==> config.mk <==
export PLATFORM = sky130hd
export DESIGN_NAME = adder_arbiter
export DESIGN_NICKNAME = d
export VERILOG_FILES = /design/src/rtl/adder_arbiter.sv
export SDC_FILE = /design/constraint.sdc
export NUM_CORES = 1
export LEC_CHECK = 0
export ABC_AREA = 0
export CELL_PAD_IN_SITES_DETAIL_PLACEMENT = 0
export CELL_PAD_IN_SITES_GLOBAL_PLACEMENT = 1
export CORE_ASPECT_RATIO = 1.1
export CORE_MARGIN = 2
export CORE_UTILIZATION = 34
export CTS_CLUSTER_SIZE = 40
export DETAILED_ROUTE_END_ITERATION = 12
export PLACE_DENSITY = 0.95
export SYNTH_ARGS = -nofsm -noshare
export SYNTH_HDL_FRONTEND = slang
export SYNTH_SLANG_ARGS = --single-unit
==> constraint.sdc <==
create_clock -name clk -period 11.6 [get_ports clk]
set_input_delay 1.16 -clock clk [delete_from_list [all_inputs] [get_ports clk]]
set_output_delay 1.16 -clock clk [all_outputs]
set_load 0.05 [all_outputs]
==> src/rtl/adder_arbiter.sv <==
// Round-robin arbiter sharing one 32-bit add/subtract unit among NUM_REQ requesters.
// Define ADDARB_OVF_EN to generate the registered signed-overflow flag on resp_ovf.
module adder_arbiter #(
  parameter int NUM_REQ = 4,
  parameter int ID_W    = 2
) (
  input  logic                  clk,
  input  logic                  rst,
  input  logic [NUM_REQ-1:0]    req_valid,
  output logic [NUM_REQ-1:0]    req_ready,
  input  logic [NUM_REQ*32-1:0] req_a,
  input  logic [NUM_REQ*32-1:0] req_b,
  input  logic [NUM_REQ-1:0]    req_sub,
  output logic                  resp_valid,
  input  logic                  resp_ready,
  output logic [31:0]           resp_data,
  output logic [ID_W-1:0]       resp_id,
  output logic                  resp_ovf
);

  typedef enum logic [1:0] {IDLE, CALC, RESP} state_t;

  state_t          state_q, state_d;
  logic [31:0]     a_q, a_d, b_q, b_d;
  logic            sub_q, sub_d;
  logic [ID_W-1:0] gid_q, gid_d;
  logic [ID_W-1:0] rr_ptr_q, rr_ptr_d;
  logic            resp_valid_q, resp_valid_d;
  logic [31:0]     resp_data_q, resp_data_d;
  logic [ID_W-1:0] resp_id_q, resp_id_d;

  logic            grant_found;
  logic [ID_W-1:0] grant_idx;
  logic [ID_W:0]   cand;
  logic [31:0]     sel_a, sel_b;
  logic            sel_sub;
  logic [31:0]     b_eff, sum;

  // Search starts at rr_ptr so the last-served requester has lowest priority.
  // NOTE: every always_comb output gets a default first so no path infers a latch.
  always_comb begin
    grant_found = 1'b0;
    grant_idx   = '0;
    cand        = '0;
    for (int k = 0; k < NUM_REQ; k++) begin
      cand = {1'b0, rr_ptr_q} + (ID_W+1)'(k);
      if (cand >= (ID_W+1)'(NUM_REQ)) cand = cand - (ID_W+1)'(NUM_REQ);
      if (!grant_found && req_valid[cand[ID_W-1:0]]) begin
        grant_found = 1'b1;
        grant_idx   = cand[ID_W-1:0];
      end
    end
  end

  always_comb begin
    req_ready = '0;
    sel_a     = '0;
    sel_b     = '0;
    sel_sub   = 1'b0;
    for (int i = 0; i < NUM_REQ; i++) begin
      req_ready[i] = (state_q == IDLE) && grant_found && (grant_idx == ID_W'(i));
      if (grant_idx == ID_W'(i)) begin
        sel_a   = req_a[32*i +: 32];
        sel_b   = req_b[32*i +: 32];
        sel_sub = req_sub[i];
      end
    end
  end

  // The single shared adder; subtraction adds the two's complement of b.
  assign b_eff = sub_q ? (~b_q + 32'd1) : b_q;
  assign sum   = a_q + b_eff;

`ifdef ADDARB_OVF_EN
  logic resp_ovf_q, resp_ovf_d;
  logic ovf_calc;

  assign ovf_calc = sub_q ? ((a_q[31] != b_q[31]) && (sum[31] != a_q[31]))
                          : ((a_q[31] == b_q[31]) && (sum[31] != a_q[31]));
  assign resp_ovf = resp_ovf_q;
`else
  assign resp_ovf = 1'b0;
`endif

  always_comb begin
    state_d      = state_q;
    a_d          = a_q;
    b_d          = b_q;
    sub_d        = sub_q;
    gid_d        = gid_q;
    rr_ptr_d     = rr_ptr_q;
    resp_valid_d = resp_valid_q;
    resp_data_d  = resp_data_q;
    resp_id_d    = resp_id_q;
`ifdef ADDARB_OVF_EN
    resp_ovf_d   = resp_ovf_q;
`endif
    case (state_q)
      IDLE: begin
        if (grant_found) begin
          a_d     = sel_a;
          b_d     = sel_b;
          sub_d   = sel_sub;
          gid_d   = grant_idx;
          state_d = CALC;
        end
      end
      CALC: begin
        resp_data_d  = sum;
        resp_id_d    = gid_q;
`ifdef ADDARB_OVF_EN
        resp_ovf_d   = ovf_calc;
`endif
        resp_valid_d = 1'b1;
        state_d      = RESP;
      end
      RESP: begin
        if (resp_ready) begin
          resp_valid_d = 1'b0;
          rr_ptr_d     = (gid_q == ID_W'(NUM_REQ-1)) ? '0 : gid_q + 1'b1;
          state_d      = IDLE;
        end
      end
      default: state_d = IDLE;
    endcase
  end

  // Operand registers are reset too, so no X can reach the adder after reset.
  // NOTE: sequential state uses non-blocking assignments only, avoiding read/write races between flops.
  always_ff @(posedge clk or posedge rst) begin
    if (rst) begin
      state_q      <= IDLE;
      a_q          <= '0;
      b_q          <= '0;
      sub_q        <= 1'b0;
      gid_q        <= '0;
      rr_ptr_q     <= '0;
      resp_valid_q <= 1'b0;
      resp_data_q  <= '0;
      resp_id_q    <= '0;
`ifdef ADDARB_OVF_EN
      resp_ovf_q   <= 1'b0;
`endif
    end else begin
      state_q      <= state_d;
      a_q          <= a_d;
      b_q          <= b_d;
      sub_q        <= sub_d;
      gid_q        <= gid_d;
      rr_ptr_q     <= rr_ptr_d;
      resp_valid_q <= resp_valid_d;
      resp_data_q  <= resp_data_d;
      resp_id_q    <= resp_id_d;
`ifdef ADDARB_OVF_EN
      resp_ovf_q   <= resp_ovf_d;
`endif
    end
  end

  assign resp_valid = resp_valid_q;
  assign resp_data  = resp_data_q;
  assign resp_id    = resp_id_q;

endmodule

==> results of run 1 <==
## per-layer routing
metal / global-route usage, % / wire length (µm)
met2: 35.3 / 13000
met5: 0 / 0
met4: 5.35 / 456
met1: 27.0 / 12400
met3: 3.53 / 1420
## final cells by class
| class | instances | area share (%) |
|---|---|---|
| Clock inverter | 4 | 0.621 |
| Tap cell | 305 | 3.21 |
| Inverter | 19 | 0.621 |
| Timing Repair Buffer | 314 | 26.2 |
| Sequential cell | 106 | 22.3 |
| Clock buffer | 11 | 2.13 |
| Multi-Input combinational cell | 1003 | 44.9 |
## how the worst min path moves through the flow
stage	startpoint	end	slack, ns
5_1_grt	resp_data[1]	resp_data[1]	0.51
2_1_floorplan	a_q[0]	a_q[0]	0.46
4_1_cts	resp_data[1]	resp_data[1]	0.48
3_5_place_dp	resp_data[1]	resp_data[1]	0.46
3_3_place_gp	resp_id[1]	resp_id[1]	0.46
6_report	resp_data[1]	resp_data[1]	0.48
## placed cells by master, fill, tap and decap left out, types with 6 or more instances in the layout
cell             count
nand3_1             76
xor2_1              10
o31ai_1             14
nand2b_1             9
or4_1                6
clkbuf_16            9
a21oi_1             34
nor3_1               9
xnor2_1             40
clkdlybuf4s50_1    305
inv_1               18
o211ai_1             7
nor2_1              21
or3_1               10
nand2_1            457
o21ai_0            178
ha_1                40
a21o_1              14
dfrtp_1            106
buf_4                9
## registers in the layout (all words and copies together), names as in the netlist
register,flops
gid_q,2
a_q,32
resp_valid,1
state_q,2
sub_q,1
b_q,32
resp_data,32
rr_ptr_q,2
resp_id,2
## power by group
part	total, mW	switching, mW	internal, mW
Combinational	2.68	1.64	1.04
Clock	0.341	0.141	0.200
Sequential	0.748	0.182	0.566
## cell families (layout without fill, tap and decap cells)
kind of cell	count (synthesis)	count (layout)
buffers and inverters	92	348
other	1	1
and+or+nand+nor	620	620
AOI/OAI and AO/OA	289	289
adders and majority gates	41	41
DFF	106	106
muxes	2	2
xor gates and xnor gates	50	50
## worst max-delay path, delay by kind of cell
| family | cells | cell delay [ns] |
|---|---|---|
| buffers and inverters | 4 | 2.42 |
| and+or+nand+nor | 4 | 0.65 |
## stage by stage
step	instance area (µm²)	setup slack, ns	instances	utilization, %
2_1_floorplan	8300	7.23	1201	-
3_5_place_dp	11600	6.15	1747	48.5
4_1_cts	11900	6.13	1762	49.9
6_report	11900	6.17	1762	49.9
5_1_grt	11900	5.85	1762	49.9
3_3_place_gp	11600	6.17	1747	48.5
==> reports/metrics.cfg, run 1 <==
[placement]
gp_congestion=0.840
dp_hpwl_mm=21.3
io_buffers=305

[route]
via_per_inst=5.08
post_drt_wl_per_cell_um=15.5
routed_wl_mm=27.3
drc=0
drt_iter0_markers=530
drtAntennaViolNets=0
vias=8951
firstDrtPassIters=5

[clock_network]
cts_setup_buffers=0
clock_latency_ns=0.36
cts_tree=built
clkTransAtPathRegs_ns=0.07
cts_max_level=3
post_cts_resized=0
clock_sinks=106
cts-root-buf=clkbuf_16
ctsHoldBuffers=0
cts_inserted_buffers=9
clock_path_buffers=2

[floorplan]
start_util_pct=34.8
rows=59
core_area_um2=23800
die_y_um=168
die_w_um=153
io_pins=307
design.die.area_um2=25700

[cells_and_area]
num_antenna_cells=0
filler_cell_count=2396
drive_above_1_share_pct=3.09
area_delta_synth_final_pct=43.3
ff_latch_area_um2=2650
nNetsFinal=1761
multi_input_area_um2=5340

[logic_synthesis]
yosysMostFrequentCell=nand2_1
synth.mux.area_fraction_pct=0.256
synth_nets=1509
postSynthCellCount=1201
seq_area_frac_synth_pct=32.0
yosys.area_share.simple_pct=31.5
synth_fa_ha_area_share_pct=6.27
synthXorXnorAreaFrac_pct=5.28
synth_top_family_by_area=simple AND/OR/NAND/NOR gates
post-synth-top-area-cell=dfrtp_1
yosysWarnings=0
async_flop_share_pct=100
synthTopCellsByCount=nand2_1 (457), o21ai_0 (178), dfrtp_1 (106)
synth-compound-area-share_pct=20.4
synth.distinct_cells=57
yosys.area.top_type_share_pct=32.0
synth_edf_count=0
synth_area_um2=8300
synth_area_leaders=dfrtp_1 (32%), nand2_1 (21%), o21ai_0 (11%)
synth_seq_cells=106
synth_flop_cell=dfrtp_1
syn_area_per_cell_um2=6.91

[sta]
fin_crit_ns=5.43
hold_slack_ns=0.481
maxSlewHeadroom_pct=26.9
fin_skew_ns=0.00964
finalCritPeriodShare_pct=46.8
max_freq_mhz=184
tightest_slew_ns=1.10
fin_tns_setup_ns=0
rsz0062_at_grt=no
slew_viol_final=0
finalSetupViolCount=0
final_hold_viol_count=0

[critical_path]
cp-start-kind=input pin
slowest_delay_ns=0.81
cp_max_fo=109
worstPathRequired_ns=10.44
cp.arrival_ns=4.27
endpoint=req_ready[1]
endpoint_kind=output pin
reg2reg_from=b_q[3]
reg2reg_depth=14
crit_chain=clkdlybuf4s50_1, nor2_1, nor3_2, buf_4, buf_4, nand2_1, nor2_1, clkdlybuf4s50_1
crit_slowest_cell=clkdlybuf4s50_1
r2r-end=resp_data[30]
critical_path_class=in2out
crit_start=req_valid[3]
reg2reg_slack_ns=7.07

[grt]
grt_pass1_wl_mm=43.0
antenna_found_initial=0
grt_pass1_vias=8482
grt_start_max_net_pins=110
gr-total-overflow=0
track_usage_pct=20.6

[hold_path]
whs_path_depth=2
min_path_type=reg2reg

[run_status]
status=complete, no violations

[run]
cap_violations=0

[pwr]
power_density_nw_per_um2=317
p_total_mw=3.77
ir_drop_mv=0.150
p_leak_nw=5.26

Note: power is estimated with default switching activity, not from simulation.
==> run 2, diff against run 1 <==
--- a/config.mk
+++ b/config.mk
@@ -10,10 +10,10 @@
 export CELL_PAD_IN_SITES_GLOBAL_PLACEMENT = 1
 export CORE_ASPECT_RATIO = 1.1
 export CORE_MARGIN = 2
-export CORE_UTILIZATION = 34
+export CORE_UTILIZATION = 28
 export CTS_CLUSTER_SIZE = 40
 export DETAILED_ROUTE_END_ITERATION = 12
-export PLACE_DENSITY = 0.95
+export PLACE_DENSITY = 0.89
 export SYNTH_ARGS = -nofsm -noshare
 export SYNTH_HDL_FRONTEND = slang
 export SYNTH_SLANG_ARGS = --single-unit
==> constraint.sdc (replaced) <==
create_clock -name clk -period 4.6 [get_ports clk]
set_input_delay 0.46 -clock clk [delete_from_list [all_inputs] [get_ports clk]]
set_output_delay 0.46 -clock clk [all_outputs]
set_load 0.05 [all_outputs]
==> reports/metrics.cfg, run 2 (synthesized netlist as in run 1, its figures left out) <==
[run_status]
status=complete, no violations

[sta]
fin_skew_ns=0.00852  ; -0.00112 ns
tightest_slew_ns=0.945  ; -0.152 ns
max_freq_mhz=228
finalSetupViolCount=0  ; unchanged
rsz0062_at_grt=no
fin_tns_setup_ns=0  ; unchanged
fin_crit_ns=4.39
final_hold_viol_count=0  ; unchanged
maxSlewHeadroom_pct=37.0  ; +10 points
slew_viol_final=0  ; unchanged
hold_slack_ns=0.480  ; -0.000184 ns
finalCritPeriodShare_pct=95.5

[critical_path]
endpoint_kind=register
crit_chain=or3_1, or3_1, or3_1, or3_1, or3_1, or2_1, o31ai_2, xnor2_1, ha_1, a2111oi_1, a21oi_1, a211o_1, o211ai_1
worstPathRequired_ns=4.87  ; -5.57 ns
cp_max_fo=6  ; -94%
slowest_delay_ns=0.45  ; -0.36 ns
critical_path_class=reg2reg
crit_slowest_cell=a2111oi_1
reg2reg_depth=13  ; -1
cp-start-kind=register
critical_path.most_common_cell=or3_1
cp.arrival_ns=4.66  ; +0.39 ns

[floorplan]
start_util_pct=28.2  ; -6.6 points
die_y_um=185  ; +10%
design.die.area_um2=31000  ; +21%
core_area_um2=29400  ; +23%
io_pins=307  ; unchanged
rows=66  ; +12%
die_w_um=168  ; +9.9%

[cells_and_area]
multi_input_area_um2=5350  ; +0.35%
nNetsFinal=1765  ; +0.23%
final_common_cell=nand2_1
layout_common_cells=nand2_1 (457), clkdlybuf4s50_1 (305), o21ai_0 (175)
area_delta_synth_final_pct=44.8
ff_latch_area_um2=2650  ; unchanged
filler_cell_count=3096  ; +29%
drive_above_1_share_pct=3.69  ; +0.61 points

[clock_network]
post_cts_resized=0  ; unchanged
cts_tree=built
clock_latency_ns=0.36  ; about the same
ctsHoldBuffers=0  ; unchanged
cts_setup_buffers=0  ; unchanged
clock_path_buffers=2  ; unchanged
clkTransAtPathRegs_ns=0.07  ; about the same
clock_sinks=106  ; unchanged
cts_inserted_buffers=9  ; unchanged
cts-root-buf=clkbuf_16
cts_max_level=3  ; unchanged

[pwr]
power_switching_mw=5.08  ; +160%
power_density_nw_per_um2=800  ; +150%
p_leak_nw=5.28  ; +0.25%
switching_share_pct=52.9  ; +0.73 points
pwr-share-clk_pct=8.2  ; -0.9 points
ir_drop_mv=0.319  ; +110%
power_frac_comb_pct=72.3  ; +1.2 points
p_total_mw=9.61  ; +160%
p_int_mw=4.53  ; +150%
share_seq_of_total_power_pct=19.5  ; -0.4 points

[placement]
gp_congestion=0.849  ; +1.1%
dp_hpwl_mm=22.7  ; +6.7%
io_buffers=305  ; unchanged

[route]
post_drt_wl_per_cell_um=15.5  ; +0.32%
routed_wl_mm=28.5  ; +4.6%
vias=8920  ; -0.35%
drtAntennaViolNets=0  ; unchanged
drc=0  ; unchanged
firstDrtPassIters=4  ; -1
via_per_inst=4.86  ; -4.4%
drt_iter0_markers=343  ; -35%

[grt]
grt_start_max_net_pins=132  ; +20%
track_usage_pct=18.1  ; -2.4 points
gr-total-overflow=0  ; unchanged
antenna_found_initial=2  ; +2
grt_pass1_wl_mm=44.6  ; +3.5%
grt_pass1_vias=8543  ; +0.72%

[hold_path]
min_path_type=reg2reg
whs_path_depth=2  ; unchanged

[run]
cap_violations=0  ; unchanged

run 2: changes by cell type in the layout (fill, tap and decap cells not counted), moves of 2 or more:
cell,change
o21ai_1,+3
o21ai_0,-3
buf_4,+3
a21oi_1,-2
a21oi_2,+2
run 2: final timing paths:
kind | from | end | slack (ns)
max reg2reg | b_q[3] | resp_data[29] | 0.21
max in group asynchronous | rst | b_q[27] | 2.96
min in group asynchronous | rst | resp_data[3] | 0.69
min reg2reg | resp_data[20] | resp_data[20] | 0.48
max | b_q[3] | resp_data[29] | 0.21
min | resp_data[20] | resp_data[20] | 0.48
run 2: layer usage:
| metal | part of all wire [%] | global-route usage (%) | wire length [µm] |
|---|---|---|---|
| met5 | 0.046 | 0 | 13 |
| met4 | 2.9 | 7.45 | 814 |
| met3 | 5.7 | 3.87 | 1630 |
| met2 | 46 | 30.0 | 13200 |
| met1 | 45 | 23.1 | 12900 |
run 2: per-stage QoR:
stage | util [%] | setup slack, ns | instances | area (µm²)
2_1_floorplan | - | 0.510 | 1201 | 8300
3_5_place_dp | 39.8 | 0.157 | 1820 | 11700
5_1_grt | 40.9 | 0.00583 | 1836 | 12000
3_3_place_gp | 39.8 | 0.243 | 1820 | 11700
6_report | 40.9 | 0.209 | 1837 | 12000
4_1_cts | 40.8 | 0.142 | 1836 | 12000
run 2: power groups by stage:
stage               clock network (mW)  registers [mW]  logic (mW)
floorplan                            0            2.25        4.47
global placement                     0            1.87        6.83
detailed placement                   0            1.89        6.90
CTS                              0.806            1.88        6.94
global route                     0.846            1.95        7.73
finish                           0.789            1.87        6.95
run 2: cell type report:
cell class	instances	area share, %
repair buffers	318	26.3
inverters	19	0.614
flip-flops and latches	106	22.1
multi-input cells	1003	44.5
clock inverters	6	0.541
well taps	374	3.89
clock buffers	10	1.99
diodes	1	0.0208
run 2: worst max-delay path, delay by kind of cell (launching register included):
kind	cells	cell delay, ns
and+or+nand+nor	6	2.20
AOI/OAI and AO/OA	5	1.19
DFF	1	0.43
adders and majority gates	1	0.33
xor gates and xnor gates	1	0.16
